File: src/rtl/mips_mem_arbiter.sv
// Shares one single-port synchronous memory between MIPS instruction fetch and the load/store port.
// Every access walks IDLE -> ISSUE -> RESP -> DONE. Data has priority, and a starvation counter guarantees fetch progress.
module mips_mem_arbiter #(
    parameter int AW         = 32,
    parameter int DW         = 32,
    parameter int STARVE_MAX = 4
) (
    input  logic          clk,
    input  logic          rst,
    input  logic          if_req,
    input  logic [AW-1:0] if_addr,
    output logic          if_ack,
    output logic [DW-1:0] if_rdata,
    input  logic          d_req,
    input  logic          d_we,
    input  logic [AW-1:0] d_addr,
    input  logic [DW-1:0] d_wdata,
    output logic          d_ack,
    output logic [DW-1:0] d_rdata,
    output logic          mem_en,
    output logic          mem_we,
    output logic [AW-1:0] mem_addr,
    output logic [DW-1:0] mem_wdata,
    input  logic [DW-1:0] mem_rdata,
    output logic          busy
);

    typedef enum logic [1:0] {
        IDLE  = 2'd0,
        ISSUE = 2'd1,
        RESP  = 2'd2,
        DONE  = 2'd3
    } state_t;

    localparam logic [2:0] SMAX = 3'(STARVE_MAX);

    state_t     state, state_nx;
    logic [2:0] starve_cnt, starve_nx;
    logic       grant, grant_d;
    logic       grant_sel, we_q;

    always_comb begin
        state_nx  = state;
        starve_nx = starve_cnt;
        grant     = 1'b0;
        grant_d   = 1'b0;
        case (state)
            IDLE: begin
                // Increment only while below SMAX, so the counter saturates at SMAX.
                if (d_req && (!if_req || (starve_cnt < SMAX))) begin
                    grant     = 1'b1;
                    grant_d   = 1'b1;
                    starve_nx = if_req ? (starve_cnt + 3'd1) : '0;
                    state_nx  = ISSUE;
                end else if (if_req) begin
                    grant     = 1'b1;
                    starve_nx = '0;
                    state_nx  = ISSUE;
                end
            end
            ISSUE:   state_nx = RESP;
            RESP:    state_nx = DONE;
            DONE:    state_nx = IDLE;
            default: state_nx = IDLE;
        endcase
    end

    always_ff @(posedge clk or posedge rst) begin
        if (rst) begin
            state      <= IDLE;
            starve_cnt <= '0;
            grant_sel  <= 1'b0;
            we_q       <= 1'b0;
            mem_addr   <= '0;
            mem_wdata  <= '0;
            if_rdata   <= '0;
            d_rdata    <= '0;
        end else begin
            state      <= state_nx;
            starve_cnt <= starve_nx;
            if (grant) begin
                grant_sel <= grant_d;
                we_q      <= grant_d & d_we;
                mem_addr  <= grant_d ? d_addr : if_addr;
                mem_wdata <= grant_d ? d_wdata : '0;
            end
            if (state == RESP) begin
                if (!grant_sel)
                    if_rdata <= mem_rdata;
                else if (!we_q)
                    d_rdata <= mem_rdata;
            end
        end
    end

    assign mem_en = (state == ISSUE);
    assign mem_we = (state == ISSUE) && we_q;
    assign if_ack = (state == DONE) && !grant_sel;
    assign d_ack  = (state == DONE) && grant_sel;
    assign busy   = (state != IDLE);

endmodule

File: config.mk
export PLATFORM = sky130hd
export DESIGN_NAME = mips_mem_arbiter
export DESIGN_NICKNAME = d
export VERILOG_FILES = /design/src/rtl/mips_mem_arbiter.sv
export SDC_FILE = /design/constraint.sdc
export NUM_CORES = 1
export LEC_CHECK = 0
export BUFFER_PORTS_ARGS = -buffer_cell sky130_fd_sc_hd__buf_2
export CORE_MARGIN = 3
export CORE_UTILIZATION = 50
export CTS_BUF_LIST = sky130_fd_sc_hd__clkbuf_4
export DETAILED_ROUTE_END_ITERATION = 10
export PLACE_DENSITY = 0.86
export SLEW_MARGIN = 20
export SYNTH_ARGS = -nofsm -noshare
export SYNTH_HDL_FRONTEND = slang
export SYNTH_SLANG_ARGS = --single-unit
File: constraint.sdc
create_clock -name clk -period 8.3 [get_ports clk]
set_input_delay 1.245 -clock clk [delete_from_list [all_inputs] [get_ports clk]]
set_output_delay 1.245 -clock clk [all_outputs]
set_load 0.01 [all_outputs]
==> out/qor.yml <==
io_pins: 266
core.rowCount: 37
synth.net_count: 567
finClkSkew_ns: 0.0144
worstPathArrival_ns: 1.62
cts_inserted_buffers: 17
ff2ff_setup_slack_ns: 6.11
combPwrFrac: 0.424
yosysMostFrequentCell: "dfrtp_1"
slowest_stage: "dfrtp_1"
num_antenna_cells: 0
worst_hold_path.num_cells: 1
vias: 4432
slew_headroom: 0.275
netlist_area_um2: 5510
met3_wirelength_mm: 1.12
cp_max_fo: 5
hp-class: "register to register"
grt_usage: 0.218
fin_crit_sh: 0.345
syn_inst: 428
hold_violations: 0
yosysSeqAreaShare: 0.613
cts_tree: "built"
yosys_register_bits: 135
dieArea_um2: 12300
route.detailed.drc: 0
tightest_slew_ns: 1.09
synth.distinct_cells: 33
reg2regPathDepth: 5
grt_first_pass_wirelength_mm: 21.8
path_clk_slew_ns: 0.11
synthToLayoutAreaGrowth_pct: 30.0
grt_pass1_vias: 4491
critPathLaunchType: "register"
antenna_found_initial: 0
synth_edf_count: 0
setup_tns_ns: 0
gp_congestion: 0.821
clock-sinks: 135
p_int_w: 0.00180
io_buffers: 265
die_width_um: 111
hpwlAfterDp_mm: 9.94
start_util: 0.525
netlist_top_cells_count: "dfrtp_1 (135), mux2_2 (62), a22o_1 (33), nand3_1 (33), nor2_1 (33)"
wl_mm: 13.7
ys_warn_count: 0
cts_buffer_depth: 2
cpPeakStageDelay_ns: 0.44
finalPower_w: 0.00284
viasPerCell: 5.34
hp-start: "if_rdata[22]$_DFFE_PP0P_"
drt_first_iter_violations: 205
synth_top_area_frac: 0.613
reg2reg_to: "starve_cnt[1]$_DFFE_PP0P_"
cts_hold_buf: 0
synth_largest_area_cell: "dfrtp_1"
drtAntennaViolNets: 0
slew_viol_final: 0
htree_num_levels: 4
switching_share: 0.366
cp_cell_sequence: "inv_1 -> ha_1 -> inv_2 -> buf_2"
power_leakage_nw: 3.54
die_h_um: 111
grt_overflow: 0
power_frac_seq: 0.406
power_switching_w: 0.00104
dr.pass1.iters: 4
cts.repair.resized: 0
maxUsedRoutingLayer: "met4"
min_to: "if_rdata[22]$_DFFE_PP0P_"
fmax_ghz: 0.349
synth.avg_cell_area_um2: 12.9
postCtsSetupBuffers: 0
clkPwrFrac: 0.170
cp-end-kind: "primary output"
worstPathRequired_ns: 7.05
setup_viol: 0
grt_max_degree: 70
outcome: "completed"
nets: 820
cts-root-buf: "clkbuf_4"
fin_crit_ns: 2.87
core_area_um2: 10500
maxCapViolations: 0
yosys-top-cells-area: "dfrtp_1 (61%), mux2_2 (13%), a22o_1 (5.2%)"
met1_length_mm: 5.33
ys_async_sr_fraction: 1.00
met2_length_mm: 6.99
ir_drop_mv: 0.291
clk_latency_ns: 0.49
synthFlopType: "dfrtp_1"
timing.rr.start: "state[1]$_DFFE_PP0P_"
path_class: "register to primary output"
drive_gt1_frac: 0.537
power_density_nw_per_um2: 395
rsz0062_at_grt: "false"
avgRoutedWirePerCell_um: 16.5
logic make-up after synthesis:
family,Yosys count,share of synthesized area
simple gates,79,0.0697
compound gates,103,0.128
fa+ha+maj,6,0.0136
mux,66,0.135
flops,135,0.613
buf+inv,39,0.0413
per-layer routing:
layer	global-route usage	vias to the layer above
li1	-	2056
met1	0.262	2139
met2	0.371	215
met3	0.0677	22
met4	0.0827	0
met5	0	-
registers in the layout, summed over array words and instances, names as in the netlist:
signal and flops:
mem_wdata 32, we_q 1, grant_sel 1, starve_cnt 3
d_rdata 32, mem_addr 32, state 2, if_rdata 32
critical path: cells and delay by family (launching register included):
kind | cells | cell delay (ns)
buffers and inverters | 3 | 0.36
DFF | 1 | 0.44
adders and majority gates | 1 | 0.34
metrics by stage:
step | hold WS (ns) | utilization | cell area [µm²] | std cells | worst slack [ns]
detailed placement | 0.485 | 0.650 | 6830 | 798 | 5.22
floorplan | 0.458 | - | 5510 | 428 | 3.44
CTS | 0.513 | 0.681 | 7160 | 830 | 5.42
finish | 0.511 | 0.682 | 7170 | 830 | 5.43
global route | 0.526 | 0.682 | 7170 | 830 | 5.29
global placement | 0.468 | 0.650 | 6830 | 798 | 5.34
worst max path at each step:
stage                                           end                 start  slack (ns)  depth (start not counted)
after floorplan              d_rdata[0]$_DFFE_PP0P_                   rst        3.44                          1
after global placement    starve_cnt[1]$_DFFE_PP0P_                if_req        5.34                          4
after detailed placement  starve_cnt[1]$_DFFE_PP0P_                if_req        5.22                          4
after CTS                                      busy  state[1]$_DFFE_PP0P_        5.42                          4
after global routing                           busy  state[1]$_DFFE_PP0P_        5.29                          4
final                                          busy  state[1]$_DFFE_PP0P_        5.43                          4
cell type report:
cell class                 instances  area [µm²]
inverter                           4        17.5
tap                              136         170
sequential                       135        3380
clock inverter                    15         201
fill                             790        3340
timing repair buffer             269        1360
clock buffer                      17         128
multi-input combinational        254        1920
power by group through the flow:
stage | Combinational (W) | Clock [W] | Sequential, W
global placement | 0.00117 | 0 | 0.00114
finish | 0.00120 | 0.000482 | 0.00115
floorplan | 0.000617 | 0 | 0.00129
detailed placement | 0.00122 | 0 | 0.00116
CTS | 0.00121 | 0.000497 | 0.00115
global route | 0.00130 | 0.000526 | 0.00119
layout by cell type, fill, tap and decap left out, types with 6 or more instances in the layout:
cell / n
o21ai_1: 6
nand3_1: 33
a22o_1: 33
clkbuf_4: 17
mux2_2: 62
buf_2: 265
nor2_1: 33
ha_1: 6
dfrtp_1: 135
a31oi_1: 32
o21ai_0: 27
Note: power is estimated with default switching activity, not from simulation.
